[config.mk]
export PLATFORM = sky130hd
export DESIGN_NAME = snake_food_gen_flat
export DESIGN_NICKNAME = d
export VERILOG_FILES = /design/src/rtl/snake_food_gen_pkg.sv /design/src/rtl/snake_food_gen_if.sv /design/src/rtl/snake_lfsr16.sv /design/src/rtl/snake_food_gen.sv /design/src/flat_wrapper.sv
export SDC_FILE = /design/constraint.sdc
export NUM_CORES = 1
export LEC_CHECK = 0
export BUFFER_PORTS_ARGS = -buffer_cell sky130_fd_sc_hd__buf_2
export CAP_MARGIN = 25
export CORE_ASPECT_RATIO = 1.1
export CORE_UTILIZATION = 40
export CTS_BUF_LIST = sky130_fd_sc_hd__clkbuf_16
export CTS_CLUSTER_SIZE = 10
export DETAILED_ROUTE_END_ITERATION = 7
export GPL_ROUTABILITY_DRIVEN = 0
export PLACE_DENSITY = 0.72
export RECOVER_POWER = 50
export SYNTH_ARGS = -nofsm -noshare
export SYNTH_HDL_FRONTEND = slang
export SYNTH_HIERARCHICAL = 1
export SYNTH_SLANG_ARGS = --single-unit
[constraint.sdc]
create_clock -name i_clk -period 2.8 [get_ports i_clk]
set_clock_uncertainty 0.2 [all_clocks]
set_input_delay 0.28 -clock i_clk [delete_from_list [all_inputs] [get_ports i_clk]]
set_output_delay 0.28 -clock i_clk [all_outputs]
set_load 0.03 [all_outputs]
[src/rtl/snake_food_gen_pkg.sv]
`default_nettype none
// snake_food_gen_pkg: shared constants, FSM encoding and coordinate helpers for the food generator.
// rev 1.0
package snake_food_gen_pkg;

  localparam int          CELL_PX     = 10;
  localparam int          ROW_STRIDE  = 80;
  localparam int          CELL_W      = 14;
  localparam int          PIX_W       = 10;
  localparam int          DEF_COL_MIN = 20;
  localparam int          DEF_COL_MAX = 77;
  localparam int          DEF_ROW_MIN = 9;
  localparam int          DEF_ROW_MAX = 46;
  localparam logic [15:0] DEF_SEED    = 16'hACE1;
  // Taps 16,14,13,11 of the polynomial map to state bits 15,13,12,10.
  localparam logic [15:0] LFSR_TAPS   = 16'hB400;

  typedef enum logic [1:0] {
    ST_GEN  = 2'd0,
    ST_QRY  = 2'd1,
    ST_WAIT = 2'd2,
    ST_HOLD = 2'd3
  } state_t;

  function automatic logic [CELL_W-1:0] cell_index(input logic [6:0] col, input logic [5:0] row);
    return CELL_W'(col) * CELL_W'(ROW_STRIDE) + CELL_W'(row);
  endfunction

  function automatic logic [PIX_W-1:0] pixel_coord(input logic [6:0] idx);
    return PIX_W'(idx) * PIX_W'(CELL_PX) + PIX_W'(5);
  endfunction

endpackage
`default_nettype wire

[src/rtl/snake_food_gen_if.sv]
`default_nettype none
// snake_food_gen_if: occupancy query handshake, eaten strobe and food outputs.
// rev 1.0
interface snake_food_gen_if;
  import snake_food_gen_pkg::*;

  logic              query_req;
  logic [CELL_W-1:0] query_cell;
  logic              query_hit;
  logic              eaten;
  logic [PIX_W-1:0]  food_x;
  logic [PIX_W-1:0]  food_y;
  logic [CELL_W-1:0] food_cell;
  logic              food_valid;
  logic [7:0]        attempts;

  modport master (
    output query_req, query_cell, food_x, food_y, food_cell, food_valid, attempts,
    input  query_hit, eaten
  );

  modport slave (
    input  query_req, query_cell, food_x, food_y, food_cell, food_valid, attempts,
    output query_hit, eaten
  );
endinterface
`default_nettype wire

[src/rtl/snake_lfsr16.sv]
`default_nettype none
// snake_lfsr16: free-running 16-bit Fibonacci LFSR, seed reloaded on reset.
// rev 1.0
module snake_lfsr16
  import snake_food_gen_pkg::*;
#(
  parameter logic [15:0] SEED = DEF_SEED,
  parameter logic [15:0] TAPS = LFSR_TAPS
) (
  input  logic        i_clk,
  input  logic        i_rst_n,
  output logic [15:0] o_state
);

  logic [15:0] r_state;

  always_ff @(posedge i_clk or negedge i_rst_n) begin
    if (!i_rst_n) r_state <= SEED;
    else          r_state <= {r_state[14:0], ^(r_state & TAPS)};
  end

  assign o_state = r_state;

endmodule
`default_nettype wire

[src/rtl/snake_food_gen.sv]
`default_nettype none
// snake_food_gen: proposes LFSR cells, filters by playfield and snake occupancy, holds food until eaten.
// rev 1.0
module snake_food_gen
  import snake_food_gen_pkg::*;
#(
  parameter logic [15:0] SEED    = DEF_SEED,
  parameter int          COL_MIN = DEF_COL_MIN,
  parameter int          COL_MAX = DEF_COL_MAX,
  parameter int          ROW_MIN = DEF_ROW_MIN,
  parameter int          ROW_MAX = DEF_ROW_MAX
) (
  input  logic             i_clk,
  input  logic             i_rst_n,
  snake_food_gen_if.master bus
);

  logic [15:0]       w_lfsr;
  logic [6:0]        w_cand_col;
  logic [5:0]        w_cand_row;
  logic              w_in_range;
  state_t            r_state;
  state_t            w_state_next;
  logic [6:0]        r_col;
  logic [5:0]        r_row;
  logic [PIX_W-1:0]  r_food_x;
  logic [PIX_W-1:0]  r_food_y;
  logic [CELL_W-1:0] r_food_cell;
  logic              r_food_valid;
  logic [7:0]        r_attempts;

  snake_lfsr16 #(.SEED(SEED), .TAPS(LFSR_TAPS)) u_lfsr (
    .i_clk   (i_clk),
    .i_rst_n (i_rst_n),
    .o_state (w_lfsr)
  );

  assign w_cand_col = w_lfsr[6:0];
  assign w_cand_row = w_lfsr[13:8];
  assign w_in_range = (int'(w_cand_col) >= COL_MIN) && (int'(w_cand_col) <= COL_MAX) &&
                      (int'(w_cand_row) >= ROW_MIN) && (int'(w_cand_row) <= ROW_MAX);

  always_ff @(posedge i_clk or negedge i_rst_n) begin
    if (!i_rst_n) r_state <= ST_GEN;
    else          r_state <= w_state_next;
  end

  always_comb begin
    w_state_next = r_state;
    case (r_state)
      ST_GEN:  if (w_in_range) w_state_next = ST_QRY;
      ST_QRY:  w_state_next = ST_WAIT;
      ST_WAIT: w_state_next = bus.query_hit ? ST_GEN : ST_HOLD;
      ST_HOLD: if (bus.eaten) w_state_next = ST_GEN;
      default: w_state_next = ST_GEN;
    endcase
  end

  // Food coordinates only move on a successful WAIT; they persist through regeneration.
  always_ff @(posedge i_clk or negedge i_rst_n) begin
    if (!i_rst_n) begin
      r_col        <= '0;
      r_row        <= '0;
      r_food_x     <= '0;
      r_food_y     <= '0;
      r_food_cell  <= '0;
      r_food_valid <= 1'b0;
      r_attempts   <= '0;
    end else begin
      case (r_state)
        ST_GEN: begin
          if (w_in_range) begin
            r_col <= w_cand_col;
            r_row <= w_cand_row;
          end
        end
        ST_WAIT: begin
          if (bus.query_hit) begin
            if (r_attempts != 8'hFF) r_attempts <= r_attempts + 8'd1;
          end else begin
            r_food_x     <= pixel_coord(r_col);
            r_food_y     <= pixel_coord({1'b0, r_row});
            r_food_cell  <= cell_index(r_col, r_row);
            r_food_valid <= 1'b1;
          end
        end
        ST_HOLD: begin
          if (bus.eaten) begin
            r_food_valid <= 1'b0;
            r_attempts   <= '0;
          end
        end
        default: ;
      endcase
    end
  end

  assign bus.query_req  = (r_state == ST_QRY);
  assign bus.query_cell = cell_index(r_col, r_row);
  assign bus.food_x     = r_food_x;
  assign bus.food_y     = r_food_y;
  assign bus.food_cell  = r_food_cell;
  assign bus.food_valid = r_food_valid;
  assign bus.attempts   = r_attempts;

endmodule
`default_nettype wire

[src/flat_wrapper.sv]
// flat-port wrapper written by rule: the top's interface ports become plain ports
module snake_food_gen_flat import snake_food_gen_pkg::*;
#(
  parameter logic [15:0] SEED    = DEF_SEED,
  parameter int          COL_MIN = DEF_COL_MIN,
  parameter int          COL_MAX = DEF_COL_MAX,
  parameter int          ROW_MIN = DEF_ROW_MIN,
  parameter int          ROW_MAX = DEF_ROW_MAX
)
  (i_clk, i_rst_n, bus_query_req, bus_query_cell, bus_food_x, bus_food_y, bus_food_cell, bus_food_valid, bus_attempts, bus_query_hit, bus_eaten);
  snake_food_gen_if bus_i ();
  input  logic i_clk;
  input  logic i_rst_n;
  output wire logic [$bits(bus_i.query_req)-1:0] bus_query_req;
  output wire logic [$bits(bus_i.query_cell)-1:0] bus_query_cell;
  output wire logic [$bits(bus_i.food_x)-1:0] bus_food_x;
  output wire logic [$bits(bus_i.food_y)-1:0] bus_food_y;
  output wire logic [$bits(bus_i.food_cell)-1:0] bus_food_cell;
  output wire logic [$bits(bus_i.food_valid)-1:0] bus_food_valid;
  output wire logic [$bits(bus_i.attempts)-1:0] bus_attempts;
  input wire logic [$bits(bus_i.query_hit)-1:0] bus_query_hit;
  input wire logic [$bits(bus_i.eaten)-1:0] bus_eaten;
  assign bus_query_req = bus_i.query_req;
  assign bus_query_cell = bus_i.query_cell;
  assign bus_food_x = bus_i.food_x;
  assign bus_food_y = bus_i.food_y;
  assign bus_food_cell = bus_i.food_cell;
  assign bus_food_valid = bus_i.food_valid;
  assign bus_attempts = bus_i.attempts;
  assign bus_i.query_hit = bus_query_hit;
  assign bus_i.eaten = bus_eaten;
  snake_food_gen #(.SEED(SEED), .COL_MIN(COL_MIN), .COL_MAX(COL_MAX), .ROW_MIN(ROW_MIN), .ROW_MAX(ROW_MAX)) u_core (.i_clk(i_clk), .i_rst_n(i_rst_n), .bus(bus_i));
endmodule
=== Word-level counts from Yosys, hierarchy flattened ===
Index checks and enable logic that the tools add are counted.

* Memories kept: 0
* ROM bits: 0
* Register bits: 74
* Input bits: 4
* Output and inout bits: 58
* Bits in latches: 0
* Bits in writable memories: 0

* Add/subtract/negate cells: 4
* Divide/modulo/power cells: 0
* Reduce and logical (&&, ||, !) cells: 11
* Magnitude comparators: 4
* Shift operators: 0
* Multiplexer cells: 11
* $mul: 3
* Equal/unequal tests: 9
* Bitwise gates (word level): 1

{| class="wikitable"
|+ Operator list
! operator !! number
|-
| 8-bit two-way mux || 3
|-
| 10-bit by 3-bit adder with 10-bit output, second input constant || 2
|-
| 8-bit case mux with 2 select lines || 1
|-
| 16-bit XOR reduction || 1
|-
| 14-bit by 6-bit adder with 14-bit output || 1
|-
| 7-bit by 3-bit multiplier with 10-bit output, second input constant || 1
|-
| 6-bit by 3-bit multiplier with 9-bit output, second input constant || 1
|-
| 7-bit by 3-bit multiplier with 9-bit output, second input constant || 1
|-
| 8-bit by 1-bit adder with 8-bit output, second input constant || 1
|-
| 8-bit inequality test, second input constant || 1
|-
| 2-bit case mux with 4 select lines || 1
|-
| 7-bit by 5-bit greater-or-equal comparator with 1-bit output, second input constant || 1
|-
| 7-bit <= comparator, second input constant || 1
|-
| 6-bit by 4-bit greater-or-equal comparator with 1-bit output, second input constant || 1
|-
| 6-bit <= comparator, second input constant || 1
|-
| 2-bit two-way mux || 3
|-
| 2-bit inequality test, second input constant || 3
|-
| 2-bit AND reduction || 3
|-
| 2-bit == test, second input constant || 2
|-
| 2-bit by 1-bit inequality test with 1-bit output, second input constant || 2
|-
| 4-bit AND reduction || 1
|-
| 1-bit logical AND || 3
|-
| 3-bit AND reduction || 1
|-
| 2-bit by 1-bit == test with 1-bit output, second input constant || 1
|-
| other kinds (5) || 6
|}

=== Longest topological paths before layout ===
* Depth after elaboration: 6
* Mapped depth: 9
* Mapped depth without buffers: 9

=== Modules after synthesis ===
Netlist, hierarchy kept.

{| class="wikitable"
|+ Modules (own cells, without submodules)
! module !! area each (µm²) !! sequential area each (µm²) !! times used !! cells each
|-
| snake_food_gen || 3,234.4 || 1,401.3 || 1 || 318
|-
| snake_lfsr16 || 436.7 || 410.4 || 1 || 19
|}

=== Worst setup path after synthesis ===
OpenSTA, ideal clock, no wires.

* Path kind: register to register
* From: reg u_core.r_col[1]
* To: reg u_core.r_food_cell[11], in the netlist u_core/bus.food_cell[11]
* Arrival time: 2.900 ns
* Slack: -0.368 ns
* Library setup time: 0.068 ns
* Path buffers: 0
* Stages on the path, launching flop included: 9
* Cells stage by stage: dfrtp_1 ha_1 ha_1 fa_1 a211oi_1 nor3b_1 nor2_1 xor2_1 mux2_2

* Cells in the longest elaborated chain, start to end: 2

{| class="wikitable"
|+ RTL lines
! item !! line !! source
|-
| from (decl) || snake_food_gen.sv:24 || <nowiki>logic [6:0] r_col;</nowiki>
|-
| from (signal assigned) || snake_food_gen.sv:73 || <nowiki>r_col <= w_cand_col;</nowiki>
|-
| 7-bit by 3-bit multiplier with 10-bit output || -- ||
|-
| 14-bit by 6-bit adder with 14-bit output || -- ||
|-
| named net bus_query_cell[11] || flat_wrapper.sv:15 || <nowiki>output wire logic [$bits(bus_i.query_cell)-1:0] bus_query_cell;</nowiki>
|-
| to (signal assigned) || snake_food_gen.sv:83 || <nowiki>r_food_cell <= cell_index(r_col, r_row);</nowiki>
|-
| to (decl) || snake_food_gen.sv:28 || <nowiki>logic [CELL_W-1:0] r_food_cell;</nowiki>
|}

The timed path passes the listed nets, and every way through them passes these cells.
A chain may end at the register's enable or synchronous reset.

=== Worst setup path in the final report ===
* From: reg u_core.r_col[3]
* To: out bus_query_cell[10]

* Cells in the longest elaborated chain, start to end: 2

{| class="wikitable"
|+ RTL lines
! item !! line !! source
|-
| 7-bit by 3-bit multiplier with 10-bit output || snake_food_gen_pkg.sv:26 || <nowiki>return CELL_W'(col) * CELL_W'(ROW_STRIDE) + CELL_W'(row);</nowiki>
|-
| 14-bit by 6-bit adder with 14-bit output || snake_food_gen_pkg.sv:26 ||
|-
| to (decl) || flat_wrapper.sv:15 ||
|}

No other way between the ends.

==> impl_results.html <==
<table>
<tr><th>Metric</th><th>Value</th></tr>
<tr><th colspan="2">Critical path</th></tr>
<tr><td>Biggest cell delay along the critical path</td><td>550 ps</td></tr>
<tr><td>Library cell contributing the largest single delay on the critical path</td><td>sky130_fd_sc_hd__fa_2</td></tr>
<tr><td>Type of element capturing the critical path</td><td>primary output</td></tr>
<tr><td>Setup Crit Path Kind</td><td>flop to primary output</td></tr>
<tr><td>Highest fanout seen on the critical path</td><td>3</td></tr>
<tr><td>Data arrival time of the worst path</td><td>2660 ps</td></tr>
<tr><td>Number of buffer and inverter stages on the critical path</td><td>3</td></tr>
<tr><td>Kind of start point of the critical path</td><td>flop</td></tr>
<tr><td>Critical path cell sequence</td><td>ha_4 &gt; ha_4 &gt; fa_2 &gt; nand3_2 &gt; nand2b_4 &gt; buf_4 &gt; buf_6 &gt; nor2_4 &gt; xor2_2 &gt; buf_6</td></tr>
<tr><td>Dominant delay contributor by cell family on the critical path</td><td>adder cells</td></tr>
<tr><td>Required arrival time at the worst endpoint</td><td>2320 ps</td></tr>
<tr><th colspan="2">Clock network</th></tr>
<tr><td>Maximum level of the CTS H-tree</td><td>3</td></tr>
<tr><td>Register clock-pin slew on the reported worst setup and hold paths</td><td>50 ps</td></tr>
<tr><td>Total number of clock tree sinks</td><td>72</td></tr>
<tr><td>Later-pin clock latency in the skew report</td><td>330 ps</td></tr>
<tr><td>Inserted Clock Buffers</td><td>9</td></tr>
<tr><td>Clock tree from TritonCTS</td><td>done</td></tr>
<tr><td>Number of buffers on the longest clock path</td><td>2</td></tr>
<tr><td>Root buffer cell</td><td>sky130_fd_sc_hd__clkbuf_16</td></tr>
<tr><th colspan="2">Floorplan</th></tr>
<tr><td>Core Area</td><td>0.00887 mm²</td></tr>
<tr><td>Die Area</td><td>0.00957 mm²</td></tr>
<tr><td>Effective utilization at floorplan</td><td>41.4%</td></tr>
<tr><td>I/O pin count</td><td>62</td></tr>
<tr><td>Chip Width</td><td>93.3 µm</td></tr>
<tr><td>Vertical extent of the die</td><td>102 µm</td></tr>
<tr><td>Total number of placement rows</td><td>36</td></tr>
<tr><th colspan="2">Outcome</th></tr>
<tr><td>Violated checks</td><td>setup timing</td></tr>
<tr><td>Outcome</td><td>finished with violations</td></tr>
<tr><th colspan="2">Drt</th></tr>
<tr><td>Post-detailed-route wirelength per cell</td><td>14.4 µm</td></tr>
<tr><td>First DRT Iteration DRCs</td><td>82</td></tr>
<tr><td>Total wire length after detailed routing</td><td>7750 µm</td></tr>
<tr><td>Iteration count of the initial detailed-routing pass</td><td>5</td></tr>
<tr><td>DR DRC count</td><td>0</td></tr>
<tr><td>Number of vias per cell after detailed routing</td><td>5.08</td></tr>
<tr><td>Total number of vias</td><td>2741</td></tr>
<tr><td>Number of nets with antenna violations after detailed routing</td><td>0</td></tr>
<tr><th colspan="2">Yosys</th></tr>
<tr><td>Cell types occupying the most area after synthesis</td><td>sky130_fd_sc_hd__dfrtp_1, sky130_fd_sc_hd__ha_1, sky130_fd_sc_hd__nand2_1</td></tr>
<tr><td>Async set-reset flop share out of synthesis</td><td>100%</td></tr>
<tr><td>Top cell type by total area after synthesis</td><td>sky130_fd_sc_hd__dfrtp_1</td></tr>
<tr><td>Post-synthesis net count</td><td>367</td></tr>
<tr><td>Seq/Total Area, Yosys</td><td>49.4%</td></tr>
<tr><td>Most instantiated flip-flop cell in the synthesis netlist</td><td>sky130_fd_sc_hd__dfrtp_1</td></tr>
<tr><td>Area share of the largest cell type after synthesis</td><td>43.6%</td></tr>
<tr><td>Yosys warning total</td><td>6</td></tr>
<tr><td>EDFF count, synth</td><td>0</td></tr>
<tr><td>Post-synthesis instance total</td><td>337</td></tr>
<tr><td>Syn Std Cell Area</td><td>0.00367 mm²</td></tr>
<tr><td>Post-Synthesis Mean Instance Area</td><td>10.9 µm²</td></tr>
<tr><td>Flip-flop and latch count after synthesis</td><td>72</td></tr>
<tr><td>Post-synth cell types</td><td>49</td></tr>
<tr><th colspan="2">Run</th></tr>
<tr><td>Max-cap violations</td><td>0</td></tr>
<tr><th colspan="2">Timing</th></tr>
<tr><td>Hold Violations, Final</td><td>0</td></tr>
<tr><td>Unrepaired setup endpoints after global routing</td><td>true</td></tr>
<tr><td>Final setup violation count</td><td>5</td></tr>
<tr><td>Headroom to the max-slew limit</td><td>16.1%</td></tr>
<tr><td>Achievable clock frequency</td><td>0.318 GHz</td></tr>
<tr><td>Period minus WS final</td><td>3140 ps</td></tr>
<tr><td>Period utilisation layout</td><td>112%</td></tr>
<tr><td>Final Max Tran Viols</td><td>0</td></tr>
<tr><td>Transition time of the tightest slew-check pin</td><td>1260 ps</td></tr>
<tr><td>Smallest setup slack after layout</td><td>-341 ps</td></tr>
<tr><th colspan="2">Final layout</th></tr>
<tr><td>End-of-flow core utilization</td><td>52.7%</td></tr>
<tr><td>Fraction of layout instances using a drive strength above 1</td><td>26.1%</td></tr>
<tr><td>Diodes inserted</td><td>0</td></tr>
<tr><td>Area added between synthesis and finish</td><td>27.4%</td></tr>
<tr><td>Post-layout nets</td><td>451</td></tr>
<tr><th colspan="2">Power and ir drop</th></tr>
<tr><td>Maximum ir drop on the vdd rail</td><td>408 µV</td></tr>
<tr><td>Total power divided by cell area</td><td>563 mW/mm²</td></tr>
<tr><td>Standby leakage power</td><td>2.25 nW</td></tr>
<tr><td>Overall power consumption</td><td>0.00263 W</td></tr>
<tr><th colspan="2">Global routing</th></tr>
<tr><td>Vias in the first global route</td><td>2646</td></tr>
<tr><td>Antenna violations before repair</td><td>0</td></tr>
<tr><td>Global routing usage summed across all routing layers</td><td>17.4%</td></tr>
<tr><td>Largest net degree at the start of global routing</td><td>52</td></tr>
<tr><td>Residual overflow from global routing</td><td>0</td></tr>
<tr><td>Global-route wire length before repair</td><td>12700 µm</td></tr>
<tr><th colspan="2">Place</th></tr>
<tr><td>Port buffer count</td><td>61</td></tr>
<tr><td>HPWL after detailed placement</td><td>5390 µm</td></tr>
<tr><td>Place WS</td><td>-105 ps</td></tr>
<tr><th colspan="2">Worst hold path</th></tr>
<tr><td>Min-delay worst type</td><td>flop to flop</td></tr>
</table>
kinds of logic after synthesis:
group | after synthesis | share of synthesized area [%]
AOI/OAI and AO/OA | 49 | 10.0
muxes | 16 | 5.83
buffers and inverters | 27 | 3.65
adders and majority gates | 26 | 9.48
and+or+nand+nor | 120 | 15.2
xor gates and xnor gates | 27 | 6.44
DFF | 72 | 49.4
flip-flops by register name, summed over array words and instances, names as in the netlist:
register,count
u_core/u_lfsr/o_state,16
u_core/bus.food_cell,13
u_core/bus.food_x,10
u_core/bus.food_y,9
u_core/bus.attempts,8
u_core/r_col,7
u_core/r_row,6
u_core/r_state,2
u_core/bus.food_valid,1
cell usage in the layout (no fill, tap or decap), types with 3 or more instances in the layout:
cell type / Yosys / final
sky130_fd_sc_hd__a21oi_1: 4 / 4
sky130_fd_sc_hd__a31oi_1: 5 / 4
sky130_fd_sc_hd__and3_1: 4 / 3
sky130_fd_sc_hd__buf_2: 2 / 10
sky130_fd_sc_hd__buf_4: 6 / 26
sky130_fd_sc_hd__buf_6: 1 / 6
sky130_fd_sc_hd__clkbuf_1: 9 / 45
sky130_fd_sc_hd__clkbuf_16: 0 / 9
sky130_fd_sc_hd__dfrtp_1: 64 / 61
sky130_fd_sc_hd__dfrtp_2: 0 / 3
sky130_fd_sc_hd__dfstp_1: 0 / 5
sky130_fd_sc_hd__dfstp_2: 8 / 3
sky130_fd_sc_hd__ha_1: 23 / 18
sky130_fd_sc_hd__ha_4: 0 / 5
sky130_fd_sc_hd__inv_1: 9 / 11
sky130_fd_sc_hd__mux2_2: 7 / 7
sky130_fd_sc_hd__mux2_4: 9 / 9
sky130_fd_sc_hd__nand2_1: 62 / 61
sky130_fd_sc_hd__nand3_1: 8 / 7
sky130_fd_sc_hd__nand4_1: 5 / 5
sky130_fd_sc_hd__nor2_1: 17 / 13
sky130_fd_sc_hd__nor2_4: 0 / 3
sky130_fd_sc_hd__nor2b_1: 4 / 4
sky130_fd_sc_hd__nor3_1: 3 / 3
sky130_fd_sc_hd__o21a_1: 3 / 3
sky130_fd_sc_hd__o21ai_0: 17 / 17
sky130_fd_sc_hd__or3_1: 4 / 4
sky130_fd_sc_hd__xnor2_1: 13 / 12
sky130_fd_sc_hd__xor2_1: 14 / 10
sky130_fd_sc_hd__xor2_2: 0 / 4
layer usage:
metal | vias up | wire length (µm) | track usage, %
met5 | - | 0 | 0
met4 | 0 | 129 | 7.69
met3 | 12 | 351 | 2.98
met2 | 77 | 3770 | 30.4
met1 | 1319 | 3500 | 21.2
li1 | 1333 | - | -
where the power goes:
| group | switching (W) | leakage [nW] | internal [W] | total (W) |
|---|---|---|---|---|
| registers | 0.0000773 | 0.946 | 0.00113 | 0.00120 |
| logic | 0.000334 | 1.17 | 0.000111 | 0.000445 |
| clock network | 0.000401 | 0.133 | 0.000582 | 0.000983 |
| total | 0.000812 | 2.25 | 0.00182 | 0.00263 |
Yosys cell counts (all sizes together), types with 2 or more instances:
library cell / n
dfrtp: 64
nand2: 62
ha: 23
nor2: 17
o21ai: 17
mux2: 16
xor2: 14
xnor2: 13
buf: 9
clkbuf: 9
inv: 9
dfstp: 8
nand3: 8
a31oi: 5
nand4: 5
a21oi: 4
and3: 4
nor2b: 4
nor3: 4
or3: 4
fa: 3
nand2b: 3
o21a: 3
a211o: 2
a211oi: 2
a31o: 2
nand3b: 2
nor3b: 2
o211ai: 2
o311ai: 2
or2: 2
worst register-to-register path, delay by kind of cell (launching register included):
family                   cells  cell delay (ps)
adder cells (fa/ha/maj)      3              950
buffers and inverters        1              140
AO/OA/AOI/OAI                2              350
flip-flops                   1              450
AND/OR/NAND/NOR              3              520
path summary, 6_finish.rpt:
kind | from | end | slack, ps | depth (start not counted)
max | u_core/r_col[3] | bus_query_cell[10] | -340 | 10
min | u_core/u_lfsr/o_state[14] | u_core/u_lfsr/o_state[15] | 160 | 0
max reg2reg | u_core/r_col[3] | u_core/bus.food_cell[13] | 90 | 9
min reg2reg | u_core/u_lfsr/o_state[14] | u_core/u_lfsr/o_state[15] | 160 | 0
max in group asynchronous | i_rst_n | u_core/r_row[3] | 430 | 3
min in group asynchronous | i_rst_n | u_core/bus.attempts[6] | 540 | 2
metrics by stage:
stage          cells  area (µm²)  hold WS [ps]  TNS (ps)
2_1_floorplan    337        3800          -216     -13.8
5_1_grt          540        4680           164     -1770
6_report         540        4680           155     -1330
4_1_cts          538        4700           159     -1370
3_3_place_gp     519        4350          96.8     -92.6
3_5_place_dp     519        4350           107      -186
area by class of cell:
cell class                      instances  area, µm²
Clock buffer                            9        225
Clock inverter                          7       32.5
Fill cell                             769       4200
Inverter                                9       33.8
Multi-Input combinational cell        238       1910
Sequential cell                        72       1820
Tap cell                              114        143
Timing Repair Buffer                   91        517
timing repair:
item	CTS	global route
endpoints found under the setup margin	6	7
hold endpoints to repair	20	0
gates resized for setup	17	8
pin swaps	8	3
setup buffers	1	2
hold buffers	2	0
No activity file was read; power rests on OpenSTA's default activity.
